File: src/rtl/apb_pkg.sv
// apb_pkg: shared APB types for the simulation-side requesters, the arbiter
// and the APB target model.
//   apb_req_t       - one complete APB request (address, data, direction, strobes, protection)
//   apb_resp_t      - completer response (read data, error flag)
//   apb_arb_state_e - bus-phase state of apb_arbiter
package apb_pkg;

   localparam int APB_ADDR_WIDTH = 32;
   localparam int APB_DATA_WIDTH = 32;
   localparam int APB_STRB_WIDTH = APB_DATA_WIDTH / 8;

   typedef struct packed {
      logic [APB_ADDR_WIDTH-1:0] addr;
      logic [APB_DATA_WIDTH-1:0] wdata;
      logic                      write;
      logic [APB_STRB_WIDTH-1:0] strb;
      logic [2:0]                prot;
   } apb_req_t;

   typedef struct packed {
      logic [APB_DATA_WIDTH-1:0] rdata;
      logic                      slverr;
   } apb_resp_t;

   // Upper bound on the number of requesters sharing one completer.
   localparam int APB_ARB_MAX_REQ = 16;

   typedef enum logic [1:0] {
      ARB_IDLE   = 2'd0,
      ARB_SETUP  = 2'd1,
      ARB_ACCESS = 2'd2
   } apb_arb_state_e;

endpackage

File: src/rtl/apb_rr_arbiter.sv
// apb_rr_arbiter: round-robin picker with an internal rotating pointer.
//   clk_i, rst_ni  clock, asynchronous active-low reset
//   req_i          request vector
//   grant_en_i     a grant may be issued this cycle
//   grant_o        one-hot grant (all zero when nothing is granted)
//   grant_idx_o    index of the granted requester (zero when nothing is granted)
// The pointer holds the last granted index; the search starts one above it
// and wraps, so after reset requester 0 has top priority.
module apb_rr_arbiter
   import apb_pkg::*;
#(
   parameter int NUM_REQ = 4,
   localparam int IDX_W  = $clog2(NUM_REQ)
) (
   input  logic               clk_i,
   input  logic               rst_ni,
   input  logic [NUM_REQ-1:0] req_i,
   input  logic               grant_en_i,
   output logic [NUM_REQ-1:0] grant_o,
   output logic [IDX_W-1:0]   grant_idx_o
);

   logic [IDX_W-1:0] ptr_q, ptr_d;

   always_comb begin
      int unsigned      cand;
      logic             found;
      logic [IDX_W-1:0] pick;
      cand        = 0;
      found       = 1'b0;
      pick        = '0;
      grant_o     = '0;
      grant_idx_o = '0;
      ptr_d       = ptr_q;
      for (int i = 1; i <= NUM_REQ; i++) begin
         cand = (int'(ptr_q) + i) % NUM_REQ;
         if (!found && req_i[IDX_W'(cand)]) begin
            found = 1'b1;
            pick  = IDX_W'(cand);
         end
      end
      if (grant_en_i && found) begin
         grant_o[pick] = 1'b1;
         grant_idx_o   = pick;
         ptr_d         = pick;
      end
   end

   always_ff @(posedge clk_i or negedge rst_ni) begin
      if (!rst_ni) ptr_q <= IDX_W'(NUM_REQ - 1);
      else         ptr_q <= ptr_d;
   end

endmodule

File: src/rtl/apb_arbiter.sv
// apb_arbiter: shares one APB completer between NUM_REQ requesters.
//   clk_i, rst_ni         clock, asynchronous active-low reset
//   req_valid_i/_ready_o  per-requester request handshake; ready is combinational in IDLE
//   req_i                 per-requester apb_req_t
//   resp_valid_o, resp_o  one-hot single-cycle response strobe, broadcast response
//   p*_o, psel_o, penable_o, prdata_i, pready_i, pslverr_i   APB completer side
//   busy_o                high in SETUP or ACCESS
//   dbg_state_o           current bus-phase state
// Handshake: a request transfers in a cycle where req_valid_i[g] and
// req_ready_o[g] are both high; the requester holds valid and data stable
// until then (or withdraws). Responses cannot be back-pressured.
module apb_arbiter
   import apb_pkg::*;
#(
   parameter int NUM_REQ = 4,
   parameter int TIMEOUT = 256
) (
   input  logic                          clk_i,
   input  logic                          rst_ni,
   input  logic [NUM_REQ-1:0]            req_valid_i,
   output logic [NUM_REQ-1:0]            req_ready_o,
   input  apb_req_t [NUM_REQ-1:0]        req_i,
   output logic [NUM_REQ-1:0]            resp_valid_o,
   output apb_resp_t                     resp_o,
   output logic [APB_ADDR_WIDTH-1:0]     paddr_o,
   output logic [APB_DATA_WIDTH-1:0]     pwdata_o,
   output logic                          pwrite_o,
   output logic [APB_STRB_WIDTH-1:0]     pstrb_o,
   output logic [2:0]                    pprot_o,
   output logic                          psel_o,
   output logic                          penable_o,
   input  logic [APB_DATA_WIDTH-1:0]     prdata_i,
   input  logic                          pready_i,
   input  logic                          pslverr_i,
   output logic                          busy_o,
   output apb_arb_state_e                dbg_state_o
);

   localparam int IDX_W = $clog2(NUM_REQ);
   // A zero TIMEOUT still needs a legal (unused) counter width.
   localparam int CNT_W = (TIMEOUT > 0) ? $clog2(TIMEOUT + 1) : 1;
   localparam logic [CNT_W-1:0] CNT_MAX = '1;
   localparam logic [CNT_W-1:0] TO_LAST = CNT_W'((TIMEOUT > 0) ? TIMEOUT - 1 : 0);

   apb_arb_state_e   state_q, state_d;
   apb_req_t         req_q, req_d;
   logic [IDX_W-1:0] gidx_q, gidx_d;
   logic [CNT_W-1:0] cnt_q, cnt_d;
   apb_resp_t        resp_q, resp_d;
   logic             resp_valid_q, resp_valid_d;

   logic               grant_en;
   logic [NUM_REQ-1:0] arb_grant;
   logic [IDX_W-1:0]   arb_idx;
   logic               accept;
   logic               timed_out;

   // Gating with rst_ni keeps req_ready_o low while reset is asserted,
   // even though the FSM already sits in IDLE.
   assign grant_en  = (state_q == ARB_IDLE) && rst_ni;
   assign accept    = |arb_grant;
   assign timed_out = (TIMEOUT != 0) && (state_q == ARB_ACCESS) && !pready_i
                      && (cnt_q == TO_LAST);

   apb_rr_arbiter #(.NUM_REQ(NUM_REQ)) u_rr (
      .clk_i       (clk_i),
      .rst_ni      (rst_ni),
      .req_i       (req_valid_i),
      .grant_en_i  (grant_en),
      .grant_o     (arb_grant),
      .grant_idx_o (arb_idx)
   );

   // FSM state register
   always_ff @(posedge clk_i or negedge rst_ni) begin
      if (!rst_ni) state_q <= ARB_IDLE;
      else         state_q <= state_d;
   end

   // FSM next state
   always_comb begin
      state_d = state_q;
      case (state_q)
         ARB_IDLE:   if (accept) state_d = ARB_SETUP;
         ARB_SETUP:  state_d = ARB_ACCESS;
         ARB_ACCESS: if (pready_i || timed_out) state_d = ARB_IDLE;
         default:    state_d = ARB_IDLE;
      endcase
   end

   // Request latch, wait counter and response capture
   always_comb begin
      req_d        = req_q;
      gidx_d       = gidx_q;
      cnt_d        = cnt_q;
      resp_d       = resp_q;
      resp_valid_d = 1'b0;
      if (accept) begin
         req_d  = req_i[arb_idx];
         gidx_d = arb_idx;
      end
      // Cleared while in SETUP so the first ACCESS cycle sees zero; saturates.
      if (state_q == ARB_SETUP) begin
         cnt_d = '0;
      end else if (state_q == ARB_ACCESS && cnt_q != CNT_MAX) begin
         cnt_d = cnt_q + 1'b1;
      end
      if (state_q == ARB_ACCESS && pready_i) begin
         resp_d.rdata  = prdata_i;
         resp_d.slverr = pslverr_i;
         resp_valid_d  = 1'b1;
      end else if (timed_out) begin
         resp_d.rdata  = '0;
         resp_d.slverr = 1'b1;
         resp_valid_d  = 1'b1;
      end
   end

   always_ff @(posedge clk_i or negedge rst_ni) begin
      if (!rst_ni) begin
         req_q        <= '0;
         gidx_q       <= '0;
         cnt_q        <= '0;
         resp_q       <= '0;
         resp_valid_q <= 1'b0;
      end else begin
         req_q        <= req_d;
         gidx_q       <= gidx_d;
         cnt_q        <= cnt_d;
         resp_q       <= resp_d;
         resp_valid_q <= resp_valid_d;
      end
   end

   // FSM outputs and bus fields (zero whenever psel_o is low)
   always_comb begin
      psel_o       = (state_q != ARB_IDLE);
      penable_o    = (state_q == ARB_ACCESS);
      busy_o       = psel_o;
      dbg_state_o  = state_q;
      req_ready_o  = arb_grant;
      resp_o       = resp_q;
      paddr_o      = '0;
      pwdata_o     = '0;
      pwrite_o     = 1'b0;
      pstrb_o      = '0;
      pprot_o      = '0;
      if (psel_o) begin
         paddr_o  = req_q.addr;
         pwdata_o = req_q.wdata;
         pwrite_o = req_q.write;
         pstrb_o  = req_q.strb;
         pprot_o  = req_q.prot;
      end
      resp_valid_o = '0;
      if (resp_valid_q) resp_valid_o[gidx_q] = 1'b1;
   end

endmodule

File: config.mk
export PLATFORM = sky130hd
export DESIGN_NAME = apb_arbiter
export DESIGN_NICKNAME = d
export VERILOG_FILES = /design/src/rtl/apb_pkg.sv /design/src/rtl/apb_rr_arbiter.sv /design/src/rtl/apb_arbiter.sv
export SDC_FILE = /design/constraint.sdc
export NUM_CORES = 1
export LEC_CHECK = 0
export ABC_AREA = 0
export CAP_MARGIN = 20
export CELL_PAD_IN_SITES_DETAIL_PLACEMENT = 1
export CELL_PAD_IN_SITES_GLOBAL_PLACEMENT = 2
export CORE_UTILIZATION = 19
export CTS_CLUSTER_DIAMETER = 30
export CTS_CLUSTER_SIZE = 24
export DETAILED_ROUTE_END_ITERATION = 10
export HOLD_SLACK_MARGIN = 0.03
export PLACE_DENSITY = 0.75
export SETUP_SLACK_MARGIN = 0.3
export SLEW_MARGIN = 20
export SYNTH_ARGS = -nofsm -noshare
export SYNTH_HDL_FRONTEND = slang
export SYNTH_SLANG_ARGS = --single-unit
File: constraint.sdc
create_clock -name clk_i -period 2.12 [get_ports clk_i]
set_input_delay 0.53 -clock clk_i [delete_from_list [all_inputs] [get_ports clk_i]]
set_output_delay 0.53 -clock clk_i [all_outputs]
set_load 0.01 [all_outputs]
==> flow_metrics.py <==
metrics = {
    "final_layout": {
        "final_cells": 1826,
        "final_cell_mix": "350 x clkdlybuf4s50_1, 116 x dfrtp_1, 72 x and2_1",
        "areaGrowthSynthToFinish_pct": 102,
        "drive_above_1_share": 0.268,
        "fin_nets": 1619,
        "layout_commonest_cell": "clkdlybuf4s50_1",
    },
    "global_routing": {
        "met3_usage": 0.0605,
        "grt_util_met1": 0.247,
        "grt_first_pass_wirelength_um": 61500,
        "use_met2": 0.335,
        "grt_max_degree": 90,
        "overflow": 0,
        "grt_use_total": 0.199,
        "antenna_found_initial": 2,
        "grt_pass1_vias": 9434,
        "busiest_layer": "met2",
    },
    "placement": {
        "gp_congestion": 0.797,
        "dp_slack_ns": -1.03,
        "placement.io_buffers": 445,
        "dp_hpwl_um": 27800,
        "dpl.cell_count": 1738,
    },
    "floorplanning": {
        "start_util": 0.195,
        "die_h_um": 205,
        "core-area_um2": 40100,
        "rows": 73,
        "die_width_um": 205,
        "top_level_ports": 446,
        "dieArea_um2": 41900,
    },
    "detailed_routing": {
        "dr.first_iter.drc_count": 368,
        "wl_um": 43700,
        "firstDrtPassIters": 4,
        "via_per_inst": 4.84,
        "drc_errors": 0,
        "drtAntennaViolNets": 0,
        "vias": 8839,
        "wire_per_inst_um": 23.9,
    },
    "worst_setup_path": {
        "timing.rr.start": "u_rr.ptr_q[0]",
        "critPathBufInv": 3,
        "cpMaxStageDelayCell": "dfstp_2",
        "worst-setup-path-type": "reg2out",
        "r2r_end": "req_q[0]",
        "critical_path.top_delay_family": "flip-flops",
        "crit_top_cell": "buf_6",
        "cp-start-kind": "flop",
        "rr_worst_depth": 11,
        "cp_data_arrival_time_ns": 1.91,
        "endpoint_kind": "output pin",
        "cp.required_ns": 1.59,
        "crit_path_max_fanout": 2,
        "worstPathCellList": "nand2b_4, o22ai_4, buf_6, nor3_4, buf_6, nor2b_4, buf_6",
        "rrSetupSlack_ns": -0.28,
        "slowest_delay_ns": 0.56,
    },
    "clock_network": {
        "ctsHoldBuffers": 0,
        "clockBufferDepth": 2,
        "cts_tree": "built",
        "htreeDepth": 4,
        "cts-root-buf": "clkbuf_16",
        "clock_latency_ns": 0.43,
        "cts_sinks": 121,
        "cts.reportedPaths.clkPinSlew_ns": 0.06,
        "cts_buffers": 17,
    },
    "outcome": {
        "violations": "negative setup slack",
        "status": "complete, but fails checks",
    },
    "logic_synthesis": {
        "ys_warn_count": 0,
        "synthArstFlopShare": 1.00,
        "synth_cell_type_count": 47,
        "synth-edff-count": 0,
        "synthFlopType": "dfrtp_1",
        "synthCells": 796,
        "syn_nets": 1127,
        "ys_seq_elements": 121,
        "synth_area_um2": 7800,
        "avgSynthCellArea_um2": 9.80,
        "synth-seq-area-share": 0.389,
    },
    "power": {
        "cellLeakagePower_uw": 0.00626,
        "p_per_area_nw_per_um2": 1240,
        "ir_worst_vdd_mv": 0.621,
    },
    "flow_run": {
        "maxCapViolCount": 0,
    },
    "timing": {
        "hold_viol_final": 0,
        "min_period_ns": 2.44,
        "post-route-period-util": 1.15,
        "layout_setup_ws_ns": -0.321,
        "drv_slew": 0,
        "fmax_ghz": 0.410,
        "rsz0062_at_grt": "yes",
        "setup_viol": 148,
        "holdWs_ns": 0.212,
        "final.setup_skew_ns": 0.00864,
        "slew_headroom": 0.537,
        "worstMarginPinSlew_ns": 0.695,
    },
    "min_path": {
        "hold_class": "in2async",
    },
}
## power breakdown
part	internal, uW	switching, uW	leakage (uW)	total (uW)
sequential	3370	606	0.00145	3980
combinational	6550	5790	0.00450	12300
clock	2140	1180	0.000308	3320
## Yosys cell counts (3+ instances only)
cell	count	area, um^2
and3_1	3	18.8
buf_4	10	75.1
a21bo_1	14	140
or3_1	3	18.8
a32o_1	3	30.0
clkbuf_1	49	184
a21bo_2	15	150
buf_6	3	33.8
o21ai_0	7	35.0
ha_1	3	37.5
nand2_1	40	150
o211ai_1	29	218
nor2b_1	5	31.3
dfrtp_1	119	2980
mux2i_1	72	721
buf_2	24	120
nor2_1	56	210
inv_1	5	18.8
nand4_1	32	200
o31a_1	43	377
and2_1	74	463
o31ai_1	29	218
a22o_1	35	307
a211oi_2	23	288
a211oi_1	63	473
a21oi_1	6	30.0
a21o_1	6	45.0
## registers in the layout (all words and copies together) (netlist names)
| signal | count |
|---|---|
| resp_o | 33 |
| u_rr.ptr_q | 2 |
| resp_valid_q | 1 |
| cnt_q | 9 |
| req_q | 72 |
| dbg_state_o | 2 |
| gidx_q | 2 |
## kinds of logic (layout without fill, tap and decap cells)
family / count (synthesis) / in the layout / share of synthesized area
flip-flops: 121 / 121 / 0.389
AO/OA/AOI/OAI: 281 / 281 / 0.306
AND/OR/NAND/NOR: 224 / 224 / 0.150
multiplexers: 72 / 72 / 0.0924
buffers and inverters: 94 / 598 / 0.0568
adder cells (fa/ha/maj): 3 / 3 / 0.00481
other: 0 / 1 / 0
XOR/XNOR: 1 / 1 / 0.00112
## stage by stage
step / setup TNS, ns / total power [uW] / cell area, um^2 / util
after global placement: -65.33 / 13500 / 13200 / 0.329
after CTS: -34.34 / 18600 / 14900 / 0.371
after global routing: -42.34 / 20700 / 15800 / 0.393
after floorplan: 0 / 8720 / 7890 / -
final: -29.83 / 19600 / 15800 / 0.393
after detailed placement: -72.90 / 13600 / 13200 / 0.329
## cell type report
| cell class | instances | area (um^2) |
|---|---|---|
| fill | 4356 | 24300 |
| timing repair buffer | 560 | 6120 |
| multi-input combinational | 581 | 5270 |
| sequential | 121 | 3030 |
| tap | 525 | 657 |
| clock buffer | 20 | 457 |
| clock inverter | 11 | 195 |
| inverter | 7 | 31.3 |
| antenna | 1 | 2.50 |
## how the worst max path moves through the flow
stage / startpoint / to / slack, ns / cells past startpoint
2_1_floorplan: req_valid_i[1] / req_ready_o[0] / 0.001 / 7
3_3_place_gp: req_valid_i[3] / req_q[4] / -0.90 / 9
3_5_place_dp: req_valid_i[3] / req_q[4] / -1.03 / 9
4_1_cts: dbg_state_o[1] / req_ready_o[3] / -0.37 / 8
5_1_grt: dbg_state_o[1] / req_ready_o[3] / -0.40 / 8
6_report: u_rr.ptr_q[0] / req_ready_o[3] / -0.32 / 7
## layer usage
metal,vias up,part of all wire
met5,-,0.00050
met4,4,0.015
met3,36,0.066
met2,327,0.50
met1,4458,0.42
li1,4014,-
## timing repair
| action | CTS | global route |
|---|---|---|
| cloned | 14 | 5 |
| hold endpoints to repair | 0 | 0 |
| buffers inserted | 20 | 17 |
| setup endpoints to repair | 200 | 234 |
| pin swaps | 20 | 38 |
| gates resized for setup | 274 | 149 |
(Power assumes the default switching activity.)
